**config.mk**
```make
export PLATFORM = sky130hd
export DESIGN_NAME = conv_output_packer
export DESIGN_NICKNAME = d
export VERILOG_FILES = /design/src/rtl/conv_output_packer.sv
export SDC_FILE = /design/constraint.sdc
export NUM_CORES = 1
export LEC_CHECK = 0
export ABC_AREA = 1
export CAP_MARGIN = 15
export CORE_ASPECT_RATIO = 0.75
export CORE_MARGIN = 3
export CORE_UTILIZATION = 60
export CTS_CLUSTER_DIAMETER = 80
export CTS_CLUSTER_SIZE = 8
export DETAILED_ROUTE_END_ITERATION = 7
export GPL_ROUTABILITY_DRIVEN = 0
export HOLD_SLACK_MARGIN = 0.08
export PLACE_DENSITY = 0.79
export SLEW_MARGIN = 20
export SYNTH_ARGS = -nofsm -noshare
export SYNTH_HDL_FRONTEND = slang
export SYNTH_SLANG_ARGS = --single-unit
```
**constraint.sdc**
```tcl
create_clock -name clk -period 10.46 [get_ports clk]
set_input_delay 2.092 -clock clk [delete_from_list [all_inputs] [get_ports clk]]
set_output_delay 2.092 -clock clk [all_outputs]
set_load 0.03 [all_outputs]
```
**src/rtl/conv_output_packer.sv**
```systemverilog
// Word FIFO for the packer: registered storage, head word visible the cycle after its push.
// Latency: 1 cycle push-to-valid. Backpressure: o_wr_rdy drops only when full with no pop.
// A rejected write is the caller's to account for; the FIFO itself never stalls.
module conv_output_packer_fifo #(
    parameter int W     = 34,
    parameter int DEPTH = 8
) (
    input  logic         clk,
    input  logic         rst_n,
    input  logic         i_wr_vld,
    input  logic [W-1:0] i_wr_dat,
    output logic         o_wr_rdy,
    output logic         o_rd_vld,
    output logic [W-1:0] o_rd_dat,
    input  logic         i_rd_rdy
);
    localparam int AW = $clog2(DEPTH);
    localparam logic [AW:0] PTR_ONE = 1;
    localparam logic [AW:0] PTR_WRAP = {1'b1, {AW{1'b0}}};

    logic [AW:0]  r_wr_ptr, r_rd_ptr;
    logic [W-1:0] r_mem [DEPTH];
    logic         w_empty, w_full, w_pop, w_push;

    assign w_empty  = (r_wr_ptr == r_rd_ptr);
    assign w_full   = ((r_wr_ptr ^ r_rd_ptr) == PTR_WRAP);
    assign w_pop    = i_rd_rdy & ~w_empty;
    // A pop in the same cycle frees the slot, so a full FIFO still takes the write.
    assign o_wr_rdy = ~w_full | i_rd_rdy;
    assign w_push   = i_wr_vld & o_wr_rdy;
    assign o_rd_vld = ~w_empty;
    assign o_rd_dat = w_empty ? '0 : r_mem[r_rd_ptr[AW-1:0]];

    always_ff @(posedge clk or negedge rst_n) begin
        if (!rst_n) begin
            r_wr_ptr <= '0;
            r_rd_ptr <= '0;
        end else begin
            if (w_push) r_wr_ptr <= r_wr_ptr + PTR_ONE;
            if (w_pop)  r_rd_ptr <= r_rd_ptr + PTR_ONE;
        end
    end

    always_ff @(posedge clk) begin
        if (w_push) r_mem[r_wr_ptr[AW-1:0]] <= i_wr_dat;
    end
endmodule

// Packs the convolution filter's 8-bit pixel stream into 32-bit words tagged sof/last.
// Latency: word visible on io_out_* one cycle after the pixel that completes it.
// Backpressure: input cannot stall; words arriving at a full FIFO are dropped and io_overflow sticks.
module conv_output_packer #(
    parameter int FIFO_DEPTH      = 8,
    parameter int FRAME_CNT_WIDTH = 16
) (
    input  logic                       clk,
    input  logic                       reset,
    input  logic [9:0]                 io_image_width,
    input  logic [9:0]                 io_image_height,
    input  logic                       io_frame_sync_in,
    input  logic [7:0]                 io_data_in,
    output logic                       io_out_valid,
    input  logic                       io_out_ready,
    output logic [31:0]                io_out_data,
    output logic                       io_out_sof,
    output logic                       io_out_last,
    output logic                       io_overflow,
    output logic [FRAME_CNT_WIDTH-1:0] io_frame_count
);
    typedef enum logic {IDLE, ACTIVE} state_t;
    typedef struct packed {
        logic        last;
        logic        sof;
        logic [31:0] data;
    } word_t;

    localparam logic [FRAME_CNT_WIDTH-1:0] FC_ONE = 1;

    state_t                     r_state;
    logic [19:0]                r_last_idx, r_count;
    logic [23:0]                r_acc;
    logic                       r_sof_pend, r_overflow;
    logic [FRAME_CNT_WIDTH-1:0] r_frame_count;

    logic [19:0] w_new_last_idx;
    logic [1:0]  w_lane;
    logic [31:0] w_pix_word;
    logic        w_final, w_push, w_frame_done, w_wr_rdy, w_rd_vld;
    word_t       w_word, w_head;

    // (w+1)*(h+1)-1 expanded so it fits 20 bits even for a 1024x1024 frame.
    assign w_new_last_idx = {10'd0, io_image_width} * {10'd0, io_image_height}
                          + {10'd0, io_image_width} + {10'd0, io_image_height};
    assign w_lane     = r_count[1:0];
    assign w_pix_word = {24'd0, io_data_in} << {w_lane, 3'b000};
    assign w_final    = (r_count == r_last_idx);

    always_comb begin
        w_push       = 1'b0;
        w_frame_done = 1'b0;
        w_word       = '0;
        if (io_frame_sync_in) begin
            // A 1-pixel frame completes on its sync; otherwise flush any partial word of the old frame.
            if (w_new_last_idx == 20'd0) begin
                w_push       = 1'b1;
                w_frame_done = 1'b1;
                w_word.data  = {24'd0, io_data_in};
                w_word.sof   = 1'b1;
                w_word.last  = 1'b1;
            end else if (r_state == ACTIVE && w_lane != 2'd0) begin
                w_push      = 1'b1;
                w_word.data = {8'd0, r_acc};
                w_word.sof  = r_sof_pend;
                w_word.last = 1'b1;
            end
        end else if (r_state == ACTIVE) begin
            w_push       = (w_lane == 2'd3) | w_final;
            w_frame_done = w_final;
            w_word.data  = {8'd0, r_acc} | w_pix_word;
            w_word.sof   = r_sof_pend;
            w_word.last  = w_final;
        end
    end

    always_ff @(posedge clk or negedge reset) begin
        if (!reset) begin
            r_state       <= IDLE;
            r_last_idx    <= '0;
            r_count       <= '0;
            r_acc         <= '0;
            r_sof_pend    <= 1'b0;
            r_overflow    <= 1'b0;
            r_frame_count <= '0;
        end else begin
            if (io_frame_sync_in) begin
                r_last_idx <= w_new_last_idx;
                r_count    <= 20'd1;
                r_acc      <= {16'd0, io_data_in};
                r_sof_pend <= 1'b1;
                r_state    <= (w_new_last_idx == 20'd0) ? IDLE : ACTIVE;
            end else if (r_state == ACTIVE) begin
                r_count <= r_count + 20'd1;
                if (w_push) begin
                    r_acc      <= '0;
                    r_sof_pend <= 1'b0;
                end else begin
                    r_acc <= w_word.data[23:0];
                end
                if (w_final) r_state <= IDLE;
            end
            if (w_push && !w_wr_rdy) r_overflow <= 1'b1;
            if (w_frame_done) r_frame_count <= r_frame_count + FC_ONE;
        end
    end

    conv_output_packer_fifo #(
        .W     ($bits(word_t)),
        .DEPTH (FIFO_DEPTH)
    ) u_fifo (
        .clk      (clk),
        .rst_n    (reset),
        .i_wr_vld (w_push),
        .i_wr_dat (w_word),
        .o_wr_rdy (w_wr_rdy),
        .o_rd_vld (w_rd_vld),
        .o_rd_dat (w_head),
        .i_rd_rdy (io_out_ready)
    );

    assign io_out_valid   = w_rd_vld;
    assign io_out_data    = w_head.data;
    assign io_out_sof     = w_head.sof;
    assign io_out_last    = w_head.last;
    assign io_overflow    = r_overflow;
    assign io_frame_count = r_frame_count;
endmodule
```
# ---- Word-level counts from Yosys, hierarchy flattened
# Memory sizes are Yosys's and may differ from the RTL's.
# Cells that the tools add are included.
dict set report classes {
  addsub 6
  multipliers 1
  n_div 0
  order_cmp 0
  eq_ne 4
  shift 1
  n_mux 26
  bitwise_logic 8
  n_reduce_logical 8
}
# operator count
set ops {}
lappend ops {{2-to-1 mux 34 bit} 5}
lappend ops {{2-to-1 mux 24 bit} 3}
lappend ops {{adder 20 x 10 -> 20 bit} 2}
lappend ops {{2-to-1 mux 20 bit} 2}
lappend ops {{OR 24 x 32 -> 32 bit} 1}
lappend ops {{left shift 8 x 5 -> 32 bit} 1}
lappend ops {{adder 20 x 1 -> 20 bit (second input constant)} 1}
lappend ops {{== test 20 bit} 1}
lappend ops {{logical NOT 20 bit} 1}
lappend ops {{multiplier 10 x 10 -> 20 bit} 1}
lappend ops {{adder 16 x 1 -> 16 bit (second input constant)} 1}
lappend ops {{2-to-1 mux 1 bit} 16}
lappend ops {{adder 4 x 1 -> 4 bit (second input constant)} 2}
lappend ops {{nonzero test 2 bit} 3}
lappend ops {{== test 4 bit} 1}
lappend ops {{== test 4 bit (second input constant)} 1}
lappend ops {{XOR 4 bit} 1}
lappend ops {{AND 1 bit} 2}
lappend ops {{== test 2 bit (second input constant)} 1}
lappend ops {{logical AND 1 bit} 2}
lappend ops {{NOT 1 bit} 2}
lappend ops {{OR 1 bit} 2}
lappend ops {{AND reduction 2 bit} 1}
lappend ops {{logical NOT 1 bit} 1}
dict set report totals {
  regBits 91
  latch_bits 0
  ramBits 272
  romBits 0
  in_bits 32
  out_inout_bits 52
  memories 1
}
# name depth width rd rd_clocked_by_memory_dff write_ports line_no
set mem_list {}
lappend mem_list {u_fifo.r_mem 8 34 1 0 1 22} ;# logic [W-1:0] r_mem [DEPTH];

# ---- Depth between registers and ports, before layout
# Gate-level depths: netlist of the first run.
dict set report depth {
  depth_word 9
  depth_mapped 31
  mapped_depth_nobuf 30
}

# ---- Cells and area by module
# Synthesis of the first run repeated with hierarchy kept, for this count alone.
dict set report unflattened {
  hier_cells 2217
  area_unflattened_um2 20211.9
}
# mod n_inst cells_per_inst area_each_um2 seq_area_each_um2
set modules_own_cells {}
lappend modules_own_cells {conv_output_packer_fifo 1 956 11278.3 8368.0}
lappend modules_own_cells {conv_output_packer 1 1261 8933.6 2077.0}

# ---- Worst setup path before layout of the first run
# No wires, ideal clock.
dict set report synth_timing {
  path_kind {input -> register}
  start {in io_image_width[8]}
  end {mem u_fifo.r_mem[2][0] (enable)}
  setup_ps 425
  arrival_ps 8111
  t_required_ps 10035
  setup_slack_ps 1924
  stages 26
  path_buffers 1
  cell_sequence {clkbuf_1 -> nand2_1 -> fa_1 -> inv_1 -> fa_1 -> fa_1 -> fa_1 -> inv_1 -> fa_1 -> inv_1 -> ha_1 -> nand2_1 -> inv_1 -> nand2_1 -> nand2_1 -> inv_1 -> nand2_1 -> nand2_1 -> nand2_1 -> nor2_1 -> nand3_2 -> nor2_4 -> nand3_4 -> nand3_2 -> nand3_1 -> nor2_1}
}
dict set report synth_between {
  elab_chain_cells 9
}
# element line_no
set synth_rtl {}
lappend synth_rtl {{start, declared} 58} ;# input logic [9:0] io_image_width,
lappend synth_rtl {{multiplier 10 x 10 -> 20 bit} 92} ;# assign w_new_last_idx = {10'd0, io_image_width} * {10'd0, io_image_height}
lappend synth_rtl {{adder 20 x 10 -> 20 bit (*) (2 in series)} 93} ;# + {10'd0, io_image_width} + {10'd0, io_image_height};
lappend synth_rtl {{logical NOT 20 bit (*)} 104} ;# if (w_new_last_idx == 20'd0) begin
lappend synth_rtl {{2-to-1 mux 1 bit (*)} 104}
lappend synth_rtl {{2-to-1 mux 1 bit (*)} 102} ;# if (io_frame_sync_in) begin
lappend synth_rtl {{AND 1 bit (*)} 30} ;# assign w_push = i_wr_vld & o_wr_rdy;
lappend synth_rtl {{2-to-1 mux 1 bit (*)} 45} ;# if (w_push) r_mem[r_wr_ptr[AW-1:0]] <= i_wr_dat;
lappend synth_rtl {{2-to-1 mux 1 bit (not written as such) (*)} 45}
lappend synth_rtl {{end, declared} 22}
# Mark *: on every way between the ends. The rest lies on a longest branch, timed or not.

# ---- Worst setup path after layout of the first run
dict set report layout_timing {
  start {in io_image_height[1]}
  end {mem u_fifo.r_mem[3][24] (enable)}
}
dict set report layout_between {
  elab_chain_cells 9
}
# element line_no
set layout_rtl {}
lappend layout_rtl {{start, declared} 59} ;# input logic [9:0] io_image_height,
lappend layout_rtl {{multiplier 10 x 10 -> 20 bit} 92}
lappend layout_rtl {{adder 20 x 10 -> 20 bit} 93}
lappend layout_rtl {{adder 20 x 10 -> 20 bit (*)} 93}
lappend layout_rtl {{logical NOT 20 bit (*)} 104}
lappend layout_rtl {{2-to-1 mux 1 bit (*)} 104}
lappend layout_rtl {{2-to-1 mux 1 bit (*)} 102}
lappend layout_rtl {{AND 1 bit (*)} 30}
lappend layout_rtl {{2-to-1 mux 1 bit (*)} 45}
lappend layout_rtl {{2-to-1 mux 1 bit (not written as such) (*)} 45}
# Marks and branches as above.

==> results of run 1 <==
[worst reg2reg max path, stage by stage, from the launching register on]
cell and delay (ns):
dfrtp_1 0.84, inv_1 0.40, nand2_1 0.14, nand4_1 0.12, nor2_1 0.13, nand3_1 0.15
o21ai_1 0.41, inv_2 0.06, nand3_2 0.12, nand2_2 0.23, nor2_4 0.63, buf_4 0.37
[kinds of logic (layout without fill, tap and decap cells)]
kind of cell	after synthesis	in the layout	share of synthesized area [%]
simple gates	859	859	17.7
buf+inv	380	451	7.33
flops	363	363	51.9
compound gates	361	361	9.98
fa+ha+maj	142	142	11.5
xor+xnor	35	35	1.52
[area by class of cell]
| type | instances | area [sq um] | area share, % |
|---|---|---|---|
| Multi-Input combinational cell | 1397 | 8270 | 36.3 |
| Tap cell | 442 | 553 | 2.43 |
| Clock inverter | 4 | 62.6 | 0.275 |
| Sequential cell | 363 | 10500 | 45.9 |
| Timing Repair Buffer | 105 | 1050 | 4.61 |
| Inverter | 278 | 1040 | 4.59 |
| Clock buffer | 64 | 1330 | 5.82 |
[stage by stage]
step	total power [mW]	hold WS (ns)	util, %	worst slack, ns
floorplan	4.30	0.459	-	1.92
global placement	5.26	0.475	65.0	1.50
detailed placement	5.37	0.486	65.0	1.33
CTS	6.85	0.497	69.3	1.90
global route	7.34	0.520	69.5	1.55
finish	6.90	0.501	69.5	1.95
[power groups by stage]
stage | Sequential (mW) | Clock, mW | Combinational, mW
detailed placement | 1.95 | 0 | 3.42
global route | 1.95 | 1.52 | 3.87
CTS | 1.93 | 1.47 | 3.46
finish | 1.93 | 1.45 | 3.52
global placement | 1.94 | 0 | 3.33
floorplan | 1.88 | 0 | 2.42
[how the worst max path moves through the flow]
stage | cells after the start | slack (ns) | endpoint | from
2_1_floorplan | 26 | 1.92 | u_fifo.r_mem[2][0] | io_image_width[8]
3_3_place_gp | 26 | 1.50 | u_fifo.r_mem[2][24] | io_image_width[5]
3_5_place_dp | 26 | 1.33 | u_fifo.r_mem[2][27] | io_image_height[4]
4_1_cts | 26 | 1.90 | u_fifo.r_mem[2][27] | io_image_height[4]
5_1_grt | 27 | 1.55 | u_fifo.r_mem[3][25] | io_image_height[1]
6_report | 23 | 1.95 | u_fifo.r_mem[3][24] | io_image_height[1]
[registers in the layout, indices dropped and copies added (netlist names)]
name             cells
io_overflow          1
r_count             20
io_frame_count      16
r_acc               24
r_sof_pend           1
r_last_idx          20
r_state              1
u_fifo.r_mem       272
u_fifo.r_wr_ptr      4
u_fifo.r_rd_ptr      4
[routing by layer]
metal | part of all wire (%) | GRT usage, % | vias to the layer above
li1 | - | - | 7155
met1 | 44 | 43.4 | 7446
met2 | 43 | 41.7 | 808
met3 | 12 | 5.94 | 76
met4 | 1.5 | 7.17 | 2
met5 | 0.026 | 0 | -
[cells in the final DEF, fill, tap and decap left out, types with 4 or more instances in the layout]
cell             count
o21ai_0            220
a21oi_1             31
inv_1              269
o21bai_1            10
nor3_1              17
nor2_2               6
o22ai_2              8
buf_4               19
nor2_4               9
clkbuf_1            13
and2_1               4
nand2_1            421
o21ai_1              8
dfrtp_1             89
o22ai_1             34
nor4_1               5
nor2_1             284
nand3b_1             9
nand4_1             13
nand3_1             65
inv_2                5
edfxtp_1           272
xor2_1              25
a31oi_1             44
clkdlybuf4s50_1     82
fa_1                73
ha_1                69
or2_2                5
nand2_2              9
xnor2_1             10
clkbuf_16           51
==> run_results.csv, run 1 <==
group,metric,value,unit
place,dpl_cell_area,0.0213,sq mm
synth,yosys_warnings,0,
worst_hold_path,hold_path.startpoint,"r_acc[2]",
worst_setup_path,cp_max_fo,20,
route,drtIter0Drc,1723,
power,p_int,3.82,mW
power,swShare,44.7,%
cts,worstSkewPairLatency,0.57,ns
worst_hold_path,hold_end,"r_acc[2]",
synth,avgSynthCellArea,9.41,sq um
timing,drv_slew,0,
worst_setup_path,critPathLaunchType,"primary input",
cts,cts_tree,"done",
place,place_inst,2581,
timing,finalCritPeriodShare,81.4,%
layout,design_area,0.0228,sq mm
timing,hold_viol,0,
power,ir_drop,0.196,mV
worst_setup_path,worst_ep_arrival_time,8.75,ns
floorplan,row_count,57,
timing,worstMarginPinSlew,1.03,ns
synth,ys_seq_area_share,51.9,%
cts,cts-hold-fix-buffers,0,
worst_setup_path,r2r_cells,11,
floorplan,die_area,0.0358,sq mm
route,via_per_inst,5.84,
floorplan,core-area,0.0327,sq mm
route,firstDrtPassIters,6,
layout,fill_cells,2317,
place,hpwl,32800,microns
worst_setup_path,path_buf_inv,6,
grt,grt_usage,28.3,%
route,wl_per_cell,18.9,microns
timing,tns,0,ns
worst_setup_path,crit_chain,"clkdlybuf4s50_1 > nand2_1 > fa_1 > inv_1 > fa_1 > inv_1 > fa_1 > fa_1 > fa_1 > inv_1 > ha_1 > nand2_2 > inv_1 > nand2_1 > nand3_1 > xnor2_1 > nand3_2 > nor2_4 > nand3_4 > nand3_2 > nand2_2 > nor2_4 > buf_4",
power,pwr-share-comb,51.0,%
timing,clock_skew,0.0189,ns
synth,synth_top_flop_cell,"edfxtp_1",
route,via_count,15500,
synth,syn_area,0.0201,sq mm
synth,syn_inst,2140,
timing,max_slew_margin,31.5,%
power,powerDensity,303,mW/mm^2
route,ant_nets,0,
cts,path_clk_slew,0.05,ns
cts,post_cts_buffers,0,
floorplan,die_width,218,microns
timing,rsz0062_at_grt,"no",
worst_setup_path,r2r_end,"u_fifo.r_mem[3][24]",
power,p_seq_share,28.0,%
synth,ys_types,46,
layout,drive_gt1_share,5.97,%
worst_setup_path,cp-end-kind,"flop",
synth,synth_nets,2314,
layout,syn_to_final_growth,13.0,%
worst_setup_path,crit_type,"in -> reg",
worst_setup_path,cp_common_cell,"fa_1",
cts,cts_buffer_depth,3,
cts,clkSinkCount,363,
worst_setup_path,critPathSlowestCell,"clkdlybuf4s50_1",
status,status,"completed",
layout,diodes,0,
synth,yosysMostFrequentCell,"nand2_1",
grt,grt_pass1_wl,79900,microns
floorplan,die_h,165,microns
timing,period_needed,8.51,ns
worst_setup_path,worst_path_dominant_cell_family,"adder cells",
worst_setup_path,slowest_delay,0.80,ns
layout,final_nets,2370,
place,io_buffers,83,
worst_setup_path,reg2reg_from,"r_count[0]",
grt,antenna_found_initial,1,
route,drc,0,
floorplan,io_pins,84,
power,pwr-share-clk,21.1,%
synth,synth_top_area_share,40.6,%
worst_hold_path,whs_path_depth,2,
floorplan,initial_core_util,61.5,%
cts,cts_root_buf,"clkbuf_16",
power,switching_power,3.08,mW
synth,synth-seq-cells,363,
worst_setup_path,r2r_slack,6.54,ns
timing,clock.fmax,117,MHz
run,cap_violations,0,
timing,setup_viol,0,
synth,synthTopCellsByArea,"edfxtp_1, dfrtp_1, nand2_1, fa_1, o21ai_0",
grt,overflow,0,
cts,cts_resized,0,
cts,cts_buffers,51,
synth,synth_common_cells,"nand2_1, nor2_1, edfxtp_1",
grt,grt_max_degree,107,
synth,synthArstFlopShare,25.1,%
grt,grt_pass1_vias,15100,
worst_setup_path,cp_data_required_time,10.70,ns
synth,synth-edff-count,272,
route,wl,50100,microns
cts,cts.htree.levels,2,
worst_hold_path,hold_class,"reg -> reg",
synth,yosysTopAreaCell,"edfxtp_1",
power,p_leak,9.87,nW
layout,instances_no_fill,2653,
(Power assumes the default switching activity.)
==> run 2, diff against run 1 <==
Clock period 10.46 ns to 8.6 ns, I/O delays scaled along.
==> run 2 against run 1 <==
- hold slack got worse by 0.0076 ns
- global-route usage rose by 1.2 points
- clock skew rose by 0.0043 ns
- utilization rose by 0.45 points
- clock power rose by 26%
- flip-flop and latch count did not move
- non-clock buffer count rose by 15
- first-iteration DRC count rose by 15%
- routed wire length rose by 3.3%
- largest cell class unchanged
- combinational power rose by 20%
==> run_results.csv, run 2 (synthesis results as in run 1) <==
group,metric,value,unit
timing,rsz0062_at_grt,"no",
worst_setup_path,critPathSlowestCell,"clkdlybuf4s50_1",
cts,path_clk_slew,0.05,ns
timing,setup_viol,0,
floorplan,row_count,57,
floorplan,core-area,0.0327,sq mm
worst_setup_path,cp_data_required_time,8.81,ns
cts,cts_tree,"done",
floorplan,die_h,165,microns
power,powerDensity,369,mW/mm^2
grt,grt_usage,29.5,%
worst_setup_path,critPathLaunchType,"primary input",
floorplan,die_area,0.0358,sq mm
timing,worst_hold_slack,0.494,ns
worst_setup_path,cp_common_cell,"fa_1",
grt,overflow,0,
timing,hold_viol,0,
grt,antenna_found_initial,0,
worst_setup_path,crit_chain,"clkdlybuf4s50_1 > nand2_1 > fa_1 > inv_1 > fa_1 > inv_1 > fa_1 > fa_1 > fa_1 > inv_1 > ha_1 > nand2_2 > inv_1 > nand2_1 > nand3_1 > xnor2_1 > nand3_2 > nor2_4 > nand3_4 > nand3_2 > nand3_1 > nor2_4 > buf_4",
cts,cts-hold-fix-buffers,0,
grt,met1_usage,44.3,%
grt,grt_pass1_vias,15200,
grt,grt_max_degree,79,
route,drtIter0Drc,1984,
layout,drive_gt1_share,6.49,%
worst_setup_path,slowest_delay,0.81,ns
layout,syn_to_final_growth,13.8,%
cts,cts_buffers,51,
worst_setup_path,cp_max_fo,25,
timing,finalCritPeriodShare,90.9,%
worst_setup_path,crit_path_start,"io_image_height[1]",
route,via_count,15600,
power,ir_drop,0.266,mV
grt,grt_use_met2,43.0,%
route,firstDrtPassIters,6,
cts,cts_root_buf,"clkbuf_16",
route,drc,0,
timing,period_needed,7.82,ns
route,wl,51700,microns
layout,final_cell_mix,"nand2_1, nor2_1, edfxtp_1",
worst_hold_path,hold_class,"reg -> reg",
timing,clock.fmax,128,MHz
layout,layout_commonest_cell,"nand2_1",
worst_setup_path,reg2reg_from,"r_count[0]",
worst_setup_path,crit_type,"in -> reg",
worst_setup_path,cp-end-kind,"flop",
layout,diodes,0,
worst_setup_path,r2r_cells,8,
floorplan,die_width,218,microns
cts,cts_resized,0,
place,hpwl,33600,microns
status,status,"completed",
floorplan,io_pins,84,
cts,post_cts_buffers,0,
cts,cts.htree.levels,2,
run,cap_violations,0,
grt,grt_pass1_wl,82600,microns
layout,final_nets,2385,
route,ant_nets,0,
worst_hold_path,whs_path_depth,1,
cts,cts_buffer_depth,3,
floorplan,initial_core_util,61.5,%
timing,tns,0,ns
place,io_buffers,83,
worst_setup_path,worst_ep_arrival_time,8.03,ns
route,via_per_inst,5.79,
timing,drv_slew,0,
timing,max_slew_margin,29.4,%
cts,clkSinkCount,363,
timing,clock_skew,0.0232,ns
layout,largest_reg_flops,272,
cts,worstSkewPairLatency,0.57,ns
power,p_leak,9.95,nW
timing,worstMarginPinSlew,1.05,ns
route,wl_per_cell,19.2,microns
worst_hold_path,hold_path.startpoint,"io_overflow",
grt,grt_most_used_layer,"met1",
grt,met3_usage,8.26,%
## run 2: worst max-delay path, delay by kind of cell
family	cells	cell delay [ns]
adder cells (fa/ha/maj)	6	2.87
buffers and inverters	6	1.39
AND/OR/NAND/NOR	10	1.62
XOR/XNOR	1	0.41
## run 2: cell type report
type                       count  area, sq um
sequential                   363        10500
clock inverter                 3         40.0
multi-input combinational   1397         8270
fill                        2271         9830
inverter                     278         1040
tap                          442          553
timing repair buffer         120         1130
clock buffer                  87         1410
## run 2: path summary, 6_finish.rpt
check / to / slack [ns]
worst max-delay path: u_fifo.r_mem[4][26] / 0.78
worst min-delay path: io_overflow / 0.49
worst max register to register: u_fifo.r_mem[4][26] / 4.94
worst min register to register: io_overflow / 0.49
max in group asynchronous: r_last_idx[17] / 6.41
min in group asynchronous: r_acc[0] / 1.14
## run 2: per-layer routing
metal	wire length, microns	share of wire (%)
met1	22600	44
met5	0	0
met2	22300	43
met4	860	1.7
met3	5990	12
## run 2: per-stage QoR
stage	area [sq um]	power (mW)	util (%)	std cells	worst slack, ns
after floorplan	20100	5.23	-	2140	0.436
after global placement	21400	6.44	65.5	2600	0.407
after detailed placement	21400	6.54	65.5	2600	0.330
after CTS	22900	8.39	70.0	2690	0.876
after global routing	22900	9.03	70.0	2690	0.391
final	22900	8.45	70.0	2690	0.785
## run 2: where the power goes
group	internal (mW)	switching, mW	total, mW
logic	1.40	2.84	4.24
registers	2.18	0.201	2.38
clock network	1.10	0.722	1.82
total	4.69	3.76	8.45
==> run 3, diff against run 2 <==
Settings changed: PLACE_DENSITY 0.79 to 0.77.
Clock period 8.6 ns to 8 ns, I/O delays scaled along.
==> run 3 against run 2 <==
- utilization is 0.70 points higher
- first-iteration DRC count is 2.3% higher
- final cell count rose by 0.56%
- worst setup slack worse by 0.23 ns
- sequential share of layout area is 0.45 points lower
- via count is 0.66% lower
- flip-flop and latch count stayed put
- design area increased by 1.0%
- critical path depth is 4 higher
- critical path type unchanged
- critical endpoint is now u_fifo.r_mem[2][0]
==> run_results.csv, run 3 (synthesis results as in run 1) <==
group,metric,value,unit
floorplan,row_count,57,
floorplan,io_pins,84,
route,drc,0,
cts,post_cts_buffers,0,
grt,grt_pass1_wl,80000,microns
floorplan,initial_core_util,61.5,%
timing,drv_slew,0,
floorplan,die_width,218,microns
layout,layout_commonest_cell,"nand2_1",
layout,largest_reg_flops,272,
power,ir_drop,0.244,mV
floorplan,die_h,165,microns
cts,clkSinkCount,363,
place,hpwl,33200,microns
grt,grt_pass1_vias,14900,
timing,clock.fmax,134,MHz
timing,period_needed,7.44,ns
place,place_inst,2616,
route,wl_per_cell,18.6,microns
place,dp_slack,0.0492,ns
route,wl,50400,microns
grt,grt_max_degree,97,
cts,cts_tree,"done",
route,drtIter0Drc,2029,
timing,hold_viol,0,
power,power.total,9.10,mW
layout,syn_to_final_growth,14.9,%
cts,cts_root_buf,"clkbuf_16",
route,firstDrtPassIters,6,
cts,path_clk_slew,0.05,ns
timing,worstMarginPinSlew,1.06,ns
grt,grt_usage,28.4,%
power,powerDensity,393,mW/mm^2
worst_setup_path,r2r_slack,4.51,ns
timing,finalCritPeriodShare,93.1,%
layout,diodes,0,
grt,antenna_found_initial,0,
cts,cts.htree.levels,2,
layout,final-seq-area,0.0105,sq mm
worst_setup_path,cp_data_required_time,8.23,ns
timing,tns,0,ns
worst_setup_path,cp_max_fo,34,
run,cap_violations,0,
place,io_buffers,83,
layout,fill_cells,2317,
cts,cts_buffer_depth,3,
timing,rsz0062_at_grt,"no",
worst_setup_path,critPathLaunchType,"primary input",
layout,design_area,0.0231,sq mm
layout,multi_input_area,0.00827,sq mm
power,p_leak,10.1,nW
route,via_per_inst,5.72,
worst_setup_path,cp-end-kind,"flop",
timing,max_slew_margin,28.5,%
timing,fin_ws,0.555,ns
layout,final_cell_mix,"nand2_1, nor2_1, edfxtp_1",
floorplan,die_area,0.0358,sq mm
cts,cts-hold-fix-buffers,0,
floorplan,core-area,0.0327,sq mm
grt,overflow,0,
place,dpl_cell_area,0.0217,sq mm
worst_setup_path,worst_ep_arrival_time,7.67,ns
worst_setup_path,crit_type,"in -> reg",
cts,cts_buffers,51,
status,status,"completed",
route,ant_nets,0,
cts,cts_resized,0,
layout,final_nets,2401,
cts,worstSkewPairLatency,0.56,ns
layout,instances_no_fill,2705,
route,via_count,15500,
timing,setup_viol,0,
worst_hold_path,hold_class,"reg -> reg",
timing,clock_skew,0.0184,ns
layout,drive_gt1_share,7.20,%
==> run 3: cell types whose count changed in the layout (fill, tap and decap cells not counted) <==
cell | before | now
buf_12 | 2 | 10
buf_4 | 36 | 44
clkbuf_1 | 36 | 34
clkbuf_16 | 51 | 52
clkinv_8 | 2 | 1
inv_6 | 0 | 1
o21ai_0 | 225 | 226
o21ai_1 | 3 | 2
==> run 3: final timing paths <==
path	endpoint	start	cells after the start
max	u_fifo.r_mem[2][0]	io_image_height[2]	27
min reg2reg	io_overflow	io_overflow	1
min	io_overflow	io_overflow	1
max reg2reg	u_fifo.r_mem[2][0]	r_count[0]	11
min in group asynchronous	io_frame_count[4]	reset	1
max in group asynchronous	u_fifo.r_rd_ptr[0]	reset	2
==> run 3: critical path: stages <==
cell and delay [ns]:
clkdlybuf4s50_1 0.70, buf_4 0.22, nand2_1 0.09, fa_1 0.54
inv_1 0.06, fa_1 0.44, fa_1 0.51, inv_1 0.06
fa_1 0.50, fa_1 0.49, inv_1 0.05, ha_1 0.37
nand2_2 0.10, nor2_1 0.16, nand2_1 0.07, nand3_1 0.12
nand2_1 0.09, nand2_1 0.07, nand2_1 0.05, nand2_2 0.10
nand2_4 0.07, nor2_8 0.19, nand3_4 0.10, nand3_2 0.15
nand3_1 0.28, nor2_4 0.21, buf_12 0.27
==> run 3: cell type report <==
| cell class | count | area share [%] |
|---|---|---|
| clock inverter | 3 | 0.141 |
| sequential | 363 | 45.2 |
| inverter | 278 | 4.52 |
| multi-input combinational | 1397 | 35.8 |
| timing repair buffer | 136 | 5.84 |
| tap | 442 | 2.39 |
| clock buffer | 86 | 6.18 |
==> run 3: layer usage <==
| layer | GRT usage [%] | vias up | wire (microns) |
|---|---|---|---|
| met4 | 6.04 | 0 | 576 |
| met5 | 0 | - | 0 |
| met1 | 43.3 | 7444 | 22400 |
| met2 | 42.9 | 760 | 22400 |
| li1 | - | 7230 | - |
| met3 | 5.70 | 51 | 5120 |
==> run 3: stage by stage <==
stage                     util [%]  hold WS, ns
after floorplan                  -        0.459
final                         70.7        0.481
after detailed placement      66.2        0.471
after CTS                     70.7        0.490
after global placement        66.2        0.475
after global routing          70.7        0.515
==> run 3: power by group <==
part / internal [mW] / leakage (nW) / switching [mW]
combinational: 1.53 / 5.73 / 3.04
sequential: 2.34 / 3.64 / 0.208
clock: 1.20 / 0.693 / 0.774
